[config.mk]
export PLATFORM = sky130hd
export DESIGN_NAME = scr1_pipe_mprf_wb_ctrl_flat
export DESIGN_NICKNAME = d
export VERILOG_FILES = /design/src/rtl/scr1_pipe_mprf_wb_ctrl_pkg.sv /design/src/rtl/scr1_pipe_mprf_wb_ctrl_if.sv /design/src/rtl/scr1_pipe_mprf_wb_ctrl_sb.sv /design/src/rtl/scr1_pipe_mprf_wb_ctrl.sv /design/src/flat_wrapper.sv
export SDC_FILE = /design/constraint.sdc
export NUM_CORES = 1
export LEC_CHECK = 0
export BUFFER_PORTS_ARGS = -buffer_cell sky130_fd_sc_hd__buf_2
export CORE_UTILIZATION = 45
export DETAILED_ROUTE_END_ITERATION = 10
export PLACE_DENSITY = 0.8
export REMOVE_ABC_BUFFERS = 1
export SYNTH_ARGS = -nofsm -noshare
export SYNTH_HDL_FRONTEND = slang
export SYNTH_HIERARCHICAL = 1
export SYNTH_SLANG_ARGS = --single-unit
[constraint.sdc]
create_clock -name clk -period 3.1 [get_ports clk]
set_input_delay 0.31 -clock clk [delete_from_list [all_inputs] [get_ports clk]]
set_output_delay 0.31 -clock clk [all_outputs]
set_load 0.02 [all_outputs]
[src/rtl/scr1_pipe_mprf_wb_ctrl_pkg.sv]
// Shared types and constants for the MPRF write-back controller slice.
// Optional feature macro used by this slice: SCR1_MPRF_WB_BYPASS_EN.
package scr1_pipe_mprf_wb_ctrl_pkg;

  localparam int SCR1_MPRF_AWIDTH = 5;
  localparam int SCR1_XLEN        = 32;

  // Write-back source currently owning the MPRF write port
  typedef enum logic {
    SCR1_MPRF_WB_SRC_EXU = 1'b0,
    SCR1_MPRF_WB_SRC_LSU = 1'b1
  } type_scr1_mprf_wb_src_e;

  // Number of consecutive EXU denials after which EXU beats LSU
  localparam logic [1:0] SCR1_MPRF_WB_STARV_LIM = 2'd3;

endpackage : scr1_pipe_mprf_wb_ctrl_pkg

[src/rtl/scr1_pipe_mprf_wb_ctrl_if.sv]
// Signal bundle between EXU/LSU/MPRF and the write-back controller.
//
// Handshake: a source raises *_wb_req_i with addr/data and holds all three
// stable until it sees its *_wb_rdy_o high; the write happens in the cycle
// where req and rdy are both high. rdy is combinational and may drop while
// req is held (source lost arbitration); it never rises without req.
interface scr1_pipe_mprf_wb_ctrl_if #(
  parameter int AWIDTH = scr1_pipe_mprf_wb_ctrl_pkg::SCR1_MPRF_AWIDTH,
  parameter int XLEN   = scr1_pipe_mprf_wb_ctrl_pkg::SCR1_XLEN
);
  logic              exu_wb_req_i;
  logic [AWIDTH-1:0] exu_wb_addr_i;
  logic [XLEN-1:0]   exu_wb_data_i;
  logic              exu_wb_rdy_o;
  logic              lsu_wb_req_i;
  logic [AWIDTH-1:0] lsu_wb_addr_i;
  logic [XLEN-1:0]   lsu_wb_data_i;
  logic              lsu_wb_rdy_o;
  logic              issue_vd_i;
  logic [AWIDTH-1:0] issue_rd_addr_i;
  logic [AWIDTH-1:0] exu_rs1_addr_i;
  logic [AWIDTH-1:0] exu_rs2_addr_i;
  logic              hazard_o;
  logic              mprf_w_req_o;
  logic [AWIDTH-1:0] mprf_rd_addr_o;
  logic [XLEN-1:0]   mprf_rd_data_o;
  logic              byp_rs1_vd_o;
  logic              byp_rs2_vd_o;
  logic [XLEN-1:0]   byp_data_o;

  // Pipeline side: EXU, LSU and MPRF as seen from outside the controller
  modport master (
    output exu_wb_req_i, exu_wb_addr_i, exu_wb_data_i,
    output lsu_wb_req_i, lsu_wb_addr_i, lsu_wb_data_i,
    output issue_vd_i, issue_rd_addr_i, exu_rs1_addr_i, exu_rs2_addr_i,
    input  exu_wb_rdy_o, lsu_wb_rdy_o, hazard_o,
    input  mprf_w_req_o, mprf_rd_addr_o, mprf_rd_data_o,
    input  byp_rs1_vd_o, byp_rs2_vd_o, byp_data_o
  );

  // Controller side
  modport slave (
    input  exu_wb_req_i, exu_wb_addr_i, exu_wb_data_i,
    input  lsu_wb_req_i, lsu_wb_addr_i, lsu_wb_data_i,
    input  issue_vd_i, issue_rd_addr_i, exu_rs1_addr_i, exu_rs2_addr_i,
    output exu_wb_rdy_o, lsu_wb_rdy_o, hazard_o,
    output mprf_w_req_o, mprf_rd_addr_o, mprf_rd_data_o,
    output byp_rs1_vd_o, byp_rs2_vd_o, byp_data_o
  );
endinterface : scr1_pipe_mprf_wb_ctrl_if

[src/rtl/scr1_pipe_mprf_wb_ctrl_sb.sv]
// Pending-write scoreboard for long-latency destinations.
// One bit per architectural register; x0 is never marked pending.
// Lookups: rs1, rs2, and one write-address port that covers both the
// WAW check of a newly issued rd and the EXU write-back destination.
module scr1_pipe_mprf_sb #(
  parameter int AWIDTH = 5
) (
  input  logic              rst_n,
  input  logic              clk,
  input  logic              set_i,
  input  logic [AWIDTH-1:0] set_addr_i,
  input  logic              clr_i,
  input  logic [AWIDTH-1:0] clr_addr_i,
  input  logic [AWIDTH-1:0] rs1_addr_i,
  input  logic [AWIDTH-1:0] rs2_addr_i,
  input  logic              wa_iss_vd_i,
  input  logic [AWIDTH-1:0] wa_iss_addr_i,
  input  logic              wa_exu_vd_i,
  input  logic [AWIDTH-1:0] wa_exu_addr_i,
  output logic              rs1_pend_o,
  output logic              rs2_pend_o,
  output logic              wa_pend_o
);
  localparam int NREGS = 2 ** AWIDTH;

  // Bit 0 is reset to 0 and never written, so x0 always looks free
  logic [NREGS-1:0] pend;

  // Clear on LSU write, then set on issue; the later assignment wins a tie
  always_ff @(posedge clk or negedge rst_n) begin
    if (!rst_n) begin
      pend <= '0;
    end else begin
      if (clr_i && (clr_addr_i != '0)) pend[clr_addr_i] <= 1'b0;
      if (set_i && (set_addr_i != '0)) pend[set_addr_i] <= 1'b1;
    end
  end

  assign rs1_pend_o = pend[rs1_addr_i];
  assign rs2_pend_o = pend[rs2_addr_i];
  assign wa_pend_o  = (wa_iss_vd_i & pend[wa_iss_addr_i])
                    | (wa_exu_vd_i & pend[wa_exu_addr_i]);

endmodule : scr1_pipe_mprf_sb

[src/rtl/scr1_pipe_mprf_wb_ctrl.sv]
// MPRF write-back controller: arbitrates EXU and LSU write-backs onto the
// single MPRF write port (LSU first, EXU starvation guard), tracks pending
// long-latency destinations and raises the EXU stall hazard.
// Optional feature macro: SCR1_MPRF_WB_BYPASS_EN (forward the LSU write data
// to EXU sources in the write cycle instead of stalling one more cycle).
module scr1_pipe_mprf_wb_ctrl
  import scr1_pipe_mprf_wb_ctrl_pkg::*;
#(
  parameter int AWIDTH = SCR1_MPRF_AWIDTH,
  parameter int XLEN   = SCR1_XLEN
) (
  input logic                     rst_n,
  input logic                     clk,
  scr1_pipe_mprf_wb_ctrl_if.slave wb
);
  logic                   exu_gnt;
  logic                   lsu_gnt;
  logic [1:0]             starv_cnt;
  type_scr1_mprf_wb_src_e wb_src;
  logic [AWIDTH-1:0]      w_addr;
  logic [XLEN-1:0]        w_data;
  logic                   rs1_pend;
  logic                   rs2_pend;
  logic                   wa_pend;

  // Fixed priority LSU over EXU, unless EXU has been denied the limit times
  always_comb begin
    exu_gnt = 1'b0;
    lsu_gnt = 1'b0;
    if (wb.exu_wb_req_i && wb.lsu_wb_req_i) begin
      if (starv_cnt == SCR1_MPRF_WB_STARV_LIM) exu_gnt = 1'b1;
      else                                     lsu_gnt = 1'b1;
    end else begin
      exu_gnt = wb.exu_wb_req_i;
      lsu_gnt = wb.lsu_wb_req_i;
    end
  end

  // Count consecutive EXU denials; any cycle without a denial restarts it
  always_ff @(posedge clk or negedge rst_n) begin
    if (!rst_n) begin
      starv_cnt <= 2'd0;
    end else if (wb.exu_wb_req_i && !exu_gnt) begin
      if (starv_cnt != SCR1_MPRF_WB_STARV_LIM) starv_cnt <= starv_cnt + 2'd1;
    end else begin
      starv_cnt <= 2'd0;
    end
  end

  assign wb_src = lsu_gnt ? SCR1_MPRF_WB_SRC_LSU : SCR1_MPRF_WB_SRC_EXU;

  // Steer the granted source onto the MPRF port; idle port drives zeros
  always_comb begin
    w_addr = '0;
    w_data = '0;
    if (exu_gnt || lsu_gnt) begin
      case (wb_src)
        SCR1_MPRF_WB_SRC_LSU: begin
          w_addr = wb.lsu_wb_addr_i;
          w_data = wb.lsu_wb_data_i;
        end
        default: begin
          w_addr = wb.exu_wb_addr_i;
          w_data = wb.exu_wb_data_i;
        end
      endcase
    end
  end

  assign wb.exu_wb_rdy_o   = exu_gnt;
  assign wb.lsu_wb_rdy_o   = lsu_gnt;
  assign wb.mprf_w_req_o   = exu_gnt | lsu_gnt;
  assign wb.mprf_rd_addr_o = w_addr;
  assign wb.mprf_rd_data_o = w_data;

  scr1_pipe_mprf_sb #(
    .AWIDTH (AWIDTH)
  ) i_sb (
    .rst_n         (rst_n),
    .clk           (clk),
    .set_i         (wb.issue_vd_i),
    .set_addr_i    (wb.issue_rd_addr_i),
    .clr_i         (lsu_gnt),
    .clr_addr_i    (wb.lsu_wb_addr_i),
    .rs1_addr_i    (wb.exu_rs1_addr_i),
    .rs2_addr_i    (wb.exu_rs2_addr_i),
    .wa_iss_vd_i   (wb.issue_vd_i),
    .wa_iss_addr_i (wb.issue_rd_addr_i),
    .wa_exu_vd_i   (wb.exu_wb_req_i),
    .wa_exu_addr_i (wb.exu_wb_addr_i),
    .rs1_pend_o    (rs1_pend),
    .rs2_pend_o    (rs2_pend),
    .wa_pend_o     (wa_pend)
  );

`ifdef SCR1_MPRF_WB_BYPASS_EN
  logic byp_rs1;
  logic byp_rs2;

  // A source being written by the LSU this cycle takes the LSU data directly
  always_comb begin
    byp_rs1 = lsu_gnt && (wb.lsu_wb_addr_i == wb.exu_rs1_addr_i)
                      && (wb.exu_rs1_addr_i != '0);
    byp_rs2 = lsu_gnt && (wb.lsu_wb_addr_i == wb.exu_rs2_addr_i)
                      && (wb.exu_rs2_addr_i != '0);
  end

  assign wb.byp_rs1_vd_o = byp_rs1;
  assign wb.byp_rs2_vd_o = byp_rs2;
  assign wb.byp_data_o   = (byp_rs1 || byp_rs2) ? wb.lsu_wb_data_i : '0;
  assign wb.hazard_o     = (rs1_pend & ~byp_rs1) | (rs2_pend & ~byp_rs2) | wa_pend;
`else
  // Without forwarding the pending bit must clear before EXU may proceed
  assign wb.byp_rs1_vd_o = 1'b0;
  assign wb.byp_rs2_vd_o = 1'b0;
  assign wb.byp_data_o   = '0;
  assign wb.hazard_o     = rs1_pend | rs2_pend | wa_pend;
`endif

endmodule : scr1_pipe_mprf_wb_ctrl

[src/flat_wrapper.sv]
// flat-port wrapper written by rule: the top's interface ports become plain ports
module scr1_pipe_mprf_wb_ctrl_flat import scr1_pipe_mprf_wb_ctrl_pkg::*;
#(
  parameter int AWIDTH = SCR1_MPRF_AWIDTH,
  parameter int XLEN   = SCR1_XLEN
)
  (rst_n, clk, wb_exu_wb_req_i, wb_exu_wb_addr_i, wb_exu_wb_data_i, wb_lsu_wb_req_i, wb_lsu_wb_addr_i, wb_lsu_wb_data_i, wb_issue_vd_i, wb_issue_rd_addr_i, wb_exu_rs1_addr_i, wb_exu_rs2_addr_i, wb_exu_wb_rdy_o, wb_lsu_wb_rdy_o, wb_hazard_o, wb_mprf_w_req_o, wb_mprf_rd_addr_o, wb_mprf_rd_data_o, wb_byp_rs1_vd_o, wb_byp_rs2_vd_o, wb_byp_data_o);
  scr1_pipe_mprf_wb_ctrl_if #(.AWIDTH(AWIDTH), .XLEN(XLEN)) wb_i ();
  input logic rst_n;
  input logic clk;
  input wire logic [$bits(wb_i.exu_wb_req_i)-1:0] wb_exu_wb_req_i;
  input wire logic [$bits(wb_i.exu_wb_addr_i)-1:0] wb_exu_wb_addr_i;
  input wire logic [$bits(wb_i.exu_wb_data_i)-1:0] wb_exu_wb_data_i;
  input wire logic [$bits(wb_i.lsu_wb_req_i)-1:0] wb_lsu_wb_req_i;
  input wire logic [$bits(wb_i.lsu_wb_addr_i)-1:0] wb_lsu_wb_addr_i;
  input wire logic [$bits(wb_i.lsu_wb_data_i)-1:0] wb_lsu_wb_data_i;
  input wire logic [$bits(wb_i.issue_vd_i)-1:0] wb_issue_vd_i;
  input wire logic [$bits(wb_i.issue_rd_addr_i)-1:0] wb_issue_rd_addr_i;
  input wire logic [$bits(wb_i.exu_rs1_addr_i)-1:0] wb_exu_rs1_addr_i;
  input wire logic [$bits(wb_i.exu_rs2_addr_i)-1:0] wb_exu_rs2_addr_i;
  output wire logic [$bits(wb_i.exu_wb_rdy_o)-1:0] wb_exu_wb_rdy_o;
  output wire logic [$bits(wb_i.lsu_wb_rdy_o)-1:0] wb_lsu_wb_rdy_o;
  output wire logic [$bits(wb_i.hazard_o)-1:0] wb_hazard_o;
  output wire logic [$bits(wb_i.mprf_w_req_o)-1:0] wb_mprf_w_req_o;
  output wire logic [$bits(wb_i.mprf_rd_addr_o)-1:0] wb_mprf_rd_addr_o;
  output wire logic [$bits(wb_i.mprf_rd_data_o)-1:0] wb_mprf_rd_data_o;
  output wire logic [$bits(wb_i.byp_rs1_vd_o)-1:0] wb_byp_rs1_vd_o;
  output wire logic [$bits(wb_i.byp_rs2_vd_o)-1:0] wb_byp_rs2_vd_o;
  output wire logic [$bits(wb_i.byp_data_o)-1:0] wb_byp_data_o;
  assign wb_i.exu_wb_req_i = wb_exu_wb_req_i;
  assign wb_i.exu_wb_addr_i = wb_exu_wb_addr_i;
  assign wb_i.exu_wb_data_i = wb_exu_wb_data_i;
  assign wb_i.lsu_wb_req_i = wb_lsu_wb_req_i;
  assign wb_i.lsu_wb_addr_i = wb_lsu_wb_addr_i;
  assign wb_i.lsu_wb_data_i = wb_lsu_wb_data_i;
  assign wb_i.issue_vd_i = wb_issue_vd_i;
  assign wb_i.issue_rd_addr_i = wb_issue_rd_addr_i;
  assign wb_i.exu_rs1_addr_i = wb_exu_rs1_addr_i;
  assign wb_i.exu_rs2_addr_i = wb_exu_rs2_addr_i;
  assign wb_exu_wb_rdy_o = wb_i.exu_wb_rdy_o;
  assign wb_lsu_wb_rdy_o = wb_i.lsu_wb_rdy_o;
  assign wb_hazard_o = wb_i.hazard_o;
  assign wb_mprf_w_req_o = wb_i.mprf_w_req_o;
  assign wb_mprf_rd_addr_o = wb_i.mprf_rd_addr_o;
  assign wb_mprf_rd_data_o = wb_i.mprf_rd_data_o;
  assign wb_byp_rs1_vd_o = wb_i.byp_rs1_vd_o;
  assign wb_byp_rs2_vd_o = wb_i.byp_rs2_vd_o;
  assign wb_byp_data_o = wb_i.byp_data_o;
  scr1_pipe_mprf_wb_ctrl #(.AWIDTH(AWIDTH), .XLEN(XLEN)) u_core (.rst_n(rst_n), .clk(clk), .wb(wb_i));
endmodule
==> reports/metrics.yaml, run 1 <==
status: "finished clean"
via_count: 3230
cts_setup_buffers: 0
cp_max_fo: 5
relSlewSlack_pct: 49.4
synth-compound-area-share_pct: 23.8
grt_pass1_vias: 2882
cts_max_level: 2
synth_top_family_by_area: "multiplexers"
fin_ws_ps: 263
initial_utilization_pct: 46.6
globalRouteMet2Util_pct: 43.7
post_cts_resized: 0
dpl.hpwl_um: 7540
pre_cts_ws_ps: 427
synth_mux_area_share_pct: 27.5
crit_slowest_cell: "mux4_2"
die-area_um2: 7420
finalWirelength_um: 10100
hold_violations: 0
synthXorXnorAreaFrac_pct: 0
max_freq_mhz: 352
clock_skew_ps: 6.05
grt-busiest-layer: "met2"
path_cells: "mux4_2 -> mux4_2 -> mux2_2 -> or3_1 -> buf_2"
io_pins: 169
period_minus_slack_ps: 2840
crit_path_start: "u_core/i_sb/pend[3]$_DFF_PN0_"
worst_pin_slew_ps: 759
finalSetupViolCount: 0
rsz0062_at_grt: "no"
final_cell_mix: "buf_2 (134), o21ai_0 (62), a32o_1 (37)"
critPathMostFrequentCell: "mux4_2"
area_growth_pct: 21.6
clk_latency_ps: 290
endpoint_kind: "primary output"
num_antenna_cells: 0
placed_cell_area_um2: 3740
rr_endpoint: "u_core/i_sb/pend[20]$_DFF_PN0_"
viasPerCell: 6.35
place.gp.congestion: 0.999
cts_num_sinks: 34
routedWlPerCell_um: 19.8
r2r_cells: 5
crit_type: "reg2out"
tns_ps: 0
cts_tree: "done"
cp.required_ps: 2790
gr-total-overflow: 0
final-max-slew-violation-count: 0
yosys_warnings: 6
io_buffers: 134
synthArstFlopShare_pct: 100
grt_max_degree: 40
cts-root-buf: "clkbuf_8"
synthSimpleGateAreaFrac_pct: 9.15
syn_avg_cell_area_um2: 10.9
grt_pass1_wl_um: 15200
cap_violations: 0
synthCells: 292
detail-route-antenna-nets: 0
p_leak_nw: 1.70
synth.yosys.seq_area_share_pct: 26.7
core_um2: 6830
firstDrtPassIters: 6
synth-main-ff-cell: "dfrtp_1"
period_share_pct: 91.5
ir_worst_vdd_v: 0.000442
die-height_um: 86.1
grt_use_met3_pct: 8.37
synth_edf_count: 0
postCtsHoldBufs: 0
final_net_count: 507
row_count: 30
startpoint_type: "flip-flop"
r2r_slack_ps: 1030
cts_made_buffers: 5
ys_types: 37
r2r-start: "u_core/starv_cnt[0]$_DFFE_PN0P_"
drt_iter0_markers: 380
syn_area_um2: 3190
antenna_found_initial: 0
grt_util_met1_pct: 33.5
die_x_um: 86.1
drive_gt1_share_pct: 46.0
cts_max_path_buffers: 2
finalInstanceArea_um2: 3870
grt_usage_pct: 27.0
clk_pin_slew_ps: 80
power_density_nw_per_um2: 489
min_path_type: "in2async"
final_common_cell: "buf_2"
arrival_ps: 2530
drcViolationCount: 0
synth_seq_cells: 34
cp-endpoint: "wb_hazard_o"
max_stage_delay_ps: 510
synthAdderAreaFrac_pct: 0.393
-- how the worst min path moves through the flow --
stage          slack [ps]  cells after the start                              to
2_1_floorplan          10                      0   u_core/i_sb/pend[0]$_DFF_PN0_
3_3_place_gp          420                      1  u_core/i_sb/pend[24]$_DFF_PN0_
3_5_place_dp          410                      1  u_core/i_sb/pend[24]$_DFF_PN0_
4_1_cts                90                      1  u_core/i_sb/pend[24]$_DFF_PN0_
5_1_grt               120                      1  u_core/i_sb/pend[31]$_DFF_PN0_
6_report               80                      1  u_core/i_sb/pend[24]$_DFF_PN0_
-- layer usage --
metal | up-vias | routed length (um)
li1 | 1362 | -
met1 | 1548 | 3570
met2 | 291 | 4910
met3 | 29 | 1300
met4 | 0 | 283
met5 | - | 0
-- per-stage QoR --
| step | utilization, % | std cells | hold WS [ps] | total power [W] |
|---|---|---|---|---|
| 2_1_floorplan | - | 269 | 14.4 | 0.00109 |
| 3_3_place_gp | 54.7 | 501 | 416 | 0.00135 |
| 3_5_place_dp | 54.7 | 501 | 413 | 0.00138 |
| 4_1_cts | 56.7 | 509 | 93.8 | 0.00188 |
| 5_1_grt | 56.7 | 509 | 125 | 0.00197 |
| 6_report | 56.7 | 509 | 75.4 | 0.00189 |
-- critical path, delay by kind of cell (launching register included) --
family | cells | cell delay, ps
buffers and inverters | 1 | 170
and+or+nand+nor | 1 | 350
muxes | 3 | 1230
DFF | 1 | 480
-- cells in the mapped netlist, types with 2 or more instances --
library cell	number	area, um^2
and2_1	2	12.5
buf_2	9	45.0
nand2b_1	7	43.8
or3b_2	2	17.5
nor2_1	3	11.3
mux2i_1	3	30.0
dfrtp_1	34	851
nand3b_1	7	52.6
nand3_1	8	40.0
nand2_1	7	26.3
a32o_1	37	370
mux4_2	36	811
o21ai_0	62	310
mux2_2	3	33.8
buf_4	34	255
clkbuf_1	8	30.0
or2_2	3	18.8
nor2b_1	3	18.8
inv_1	2	7.51
buf_6	5	56.3
-- where the power goes --
group          internal (W)  switching, W
clock              0.000322      0.000175
sequential         0.000539      0.000152
combinational      0.000362      0.000342
total               0.00122      0.000669
-- flip-flops by register name, summed over array words and instances, names as in the netlist --
name and cells:
u_core/starv_cnt 2, u_core/i_sb/pend 32
-- layout make-up --
class	count	area (um^2)
tap	96	120
clock buffer	5	68.8
inverter	2	7.51
sequential	34	851
fill	582	2960
clock inverter	3	68.8
timing repair buffer	136	686
multi-input combinational	233	2070
-- cell families after synthesis --
family,count (synthesis)
other,1
adders and majority gates,1
AOI/OAI and AO/OA,108
and+or+nand+nor,48
muxes,42
DFF,34
buffers and inverters,58
(Power assumes the default switching activity.)
==> run 2, diff against run 1 <==
--- a/config.mk
+++ b/config.mk
@@ -5,10 +5,12 @@
 export SDC_FILE = /design/constraint.sdc
 export NUM_CORES = 1
 export LEC_CHECK = 0
+export ABC_AREA = 1
 export BUFFER_PORTS_ARGS = -buffer_cell sky130_fd_sc_hd__buf_2
 export CORE_UTILIZATION = 45
 export DETAILED_ROUTE_END_ITERATION = 10
-export PLACE_DENSITY = 0.8
+export HOLD_SLACK_MARGIN = 0.02
+export PLACE_DENSITY = 0.73
 export REMOVE_ABC_BUFFERS = 1
 export SYNTH_ARGS = -nofsm -noshare
 export SYNTH_HDL_FRONTEND = slang
==> run 2 against run 1 <==
Critical path depth up 2. Sequential share of layout area down 2.9 points. Synthesized cell count up 140%. Largest cell class unchanged. Clock power down 16%. Largest power group is now registers. Via count up 55%. Routed wire length up 40%.
==> reports/metrics.yaml, run 2 <==
antenna_found_initial: 0
syn_area_um2: 3870
tns_ps: 0
synth_seq_cells: 34
num_antenna_cells: 0
critical_path.top_delay_family: "simple AND/OR/NAND/NOR gates"
largest_reg_flops: 32
yosysMostFrequentCell: "nand2_1"
gr-total-overflow: 0
status: "finished clean"
row_count: 33
synthXorXnorAreaFrac_pct: 0
cap_violations: 0
cp_max_fo: 25
yosys.area.top_type: "nand2_1"
path_cells: "ha_1 -> nand2_1 -> nand2_1 -> buf_4 -> nand2_1 -> nand2_1 -> buf_2"
place.gp.congestion: 0.918
cts-root-buf: "clkbuf_8"
postCtsHoldBufs: 0
p_comb_share_pct: 36.8
clk_pin_slew_ps: 70
post_cts_resized: 0
synthCells: 697
synthAdderAreaFrac_pct: 0.323
postLayoutCoreUtil_pct: 54.1
grt_pass1_wl_um: 21300
core_um2: 8260
period_minus_slack_ps: 2220
cts_tree: "done"
clkPwrFrac_pct: 22.0
endpoint_kind: "primary output"
final_common_cell: "nand2_1"
max_freq_mhz: 451
die-area_um2: 8980
worst_pin_slew_ps: 761
final-max-slew-violation-count: 0
syn_avg_cell_area_um2: 5.56
drcViolationCount: 0
cp.required_ps: 2790
r2r_slack_ps: 1060
synth_top_family_by_area: "simple AND/OR/NAND/NOR gates"
netlist.area_leader.share_pct: 27.4
p_sw_share_pct: 44.6
firstDrtPassIters: 5
ir_worst_vdd_v: 0.000258
area_growth_pct: 15.4
max_stage_delay_ps: 360
die-height_um: 94.8
io_buffers: 134
finalSetupViolCount: 0
synth.yosys.seq_area_share_pct: 22.0
crit_type: "reg2out"
clk_latency_ps: 290
top_register: "u_core/i_sb/pend"
final_cell_mix: "nand2_1 (283), buf_2 (134), nand3_1 (129)"
intPower_w: 0.00105
r2r-start: "u_core/starv_cnt[0]$_DFFE_PN0P_"
die_x_um: 94.8
io_pins: 169
critPathMostFrequentCell: "nand2_1"
finalWirelength_um: 14100
synth-compound-area-share_pct: 11.2
grt_max_degree: 41
grt_usage_pct: 31.1
ys_top_cells_by_area: "nand2_1 (27%), dfrtp_1 (22%), nand3_1 (17%)"
cts_num_sinks: 34
detail-route-antenna-nets: 0
min_path_type: "in2async"
period_share_pct: 71.5
synthArstFlopShare_pct: 100
reg_top3: "u_core/i_sb/pend (32), u_core/starv_cnt (2)"
synthSimpleGateAreaFrac_pct: 47.3
clock_skew_ps: 5.29
via_count: 4999
yosys-top-cells-count: "nand2_1 (283), nand3_1 (129), inv_1 (66)"
drt_iter0_markers: 433
final_net_count: 902
initial_utilization_pct: 46.9
power_density_nw_per_um2: 423
crit_path_start: "u_core/starv_cnt[0]$_DFFE_PN0P_"
cts_max_path_buffers: 2
drive_gt1_share_pct: 19.3
routedWlPerCell_um: 15.4
arrival_ps: 1910
p_sw_w: 0.000843
p_leak_nw: 2.71
startpoint_type: "flip-flop"
cts_made_buffers: 5
p_seq_share_pct: 41.2
synth-main-ff-cell: "dfrtp_1"
crit_buf_inv: 2
synth_mux_area_share_pct: 0
crit_slowest_cell: "dfrtp_1"
hold_violations: 0
grt_pass1_vias: 4202
synth_edf_count: 0
cts_max_level: 2
dpl.hpwl_um: 10200
yosys_warnings: 6
viasPerCell: 5.48
ys_types: 23
total_power_w: 0.00189
cts_setup_buffers: 0
rsz0062_at_grt: "no"
relSlewSlack_pct: 49.3
## run 2: cell types whose count changed in the layout (fill, tap and decap cells not counted), moves of 17 or more
| cell | before | now |
|---|---|---|
| nand2_1 | 7 | 283 |
| nand3_1 | 8 | 129 |
| mux4_2 | 36 | 0 |
| o21ai_1 | 0 | 17 |
| inv_1 | 2 | 66 |
| a32o_1 | 37 | 0 |
## run 2: logic make-up (layout without fill, tap and decap cells)
family | count (synthesis) | in the layout
fa+ha+maj | 1 | 1
simple gates | 438 | 438
other cells | 1 | 34
compound gates | 84 | 84
flops | 34 | 34
buf+inv | 139 | 216
## run 2: power by group through the flow
stage	logic [W]	registers (W)	clock network, W
detailed placement	0.000684	0.000765	0
global placement	0.000666	0.000763	0
CTS	0.000690	0.000756	0.000418
global route	0.000796	0.000770	0.000440
finish	0.000697	0.000780	0.000416
floorplan	0.000460	0.000636	0
## run 2: path summary, 6_finish.rpt
kind                       cells past startpoint                              end
max                                            7            wb_mprf_rd_data_o[29]
min                                            1   u_core/i_sb/pend[10]$_DFF_PN0_
max reg2reg                                    7   u_core/i_sb/pend[21]$_DFF_PN0_
min reg2reg                                    1  u_core/starv_cnt[0]$_DFFE_PN0P_
max in group asynchronous                      1    u_core/i_sb/pend[3]$_DFF_PN0_
min in group clk                               4    u_core/i_sb/pend[3]$_DFF_PN0_
## run 2: stage by stage
| step | cell area (um^2) | cells | worst slack, ps | hold slack, ps |
|---|---|---|---|---|
| 6_report | 4470 | 912 | 884 | 77.1 |
| 5_1_grt | 4470 | 912 | 704 | 140 |
| 4_1_cts | 4470 | 912 | 884 | 111 |
| 3_5_place_dp | 4360 | 905 | 1100 | 418 |
| 3_3_place_gp | 4360 | 905 | 1120 | 416 |
| 2_1_floorplan | 3530 | 662 | 179 | 14.4 |
## run 2: cell type report
cell class / count / area [um^2]
Fill cell: 857 / 3790
Multi-Input combinational cell: 557 / 2410
Sequential cell: 34 / 851
Timing Repair Buffer: 138 / 701
Inverter: 71 / 267
Tap cell: 105 / 131
Clock buffer: 6 / 82.6
Clock inverter: 1 / 30.0
## run 2: metal layers
metal / GRT usage, % / part of all wire [%] / vias to the layer above / wire, um
met2: 46.6 / 45 / 324 / 6330
met3: 7.33 / 10 / 70 / 1440
met1: 41.7 / 40 / 2233 / 5620
met5: 0 / 0 / - / 0
li1: - / - / 2372 / -
met4: 15.5 / 4.9 / 0 / 695
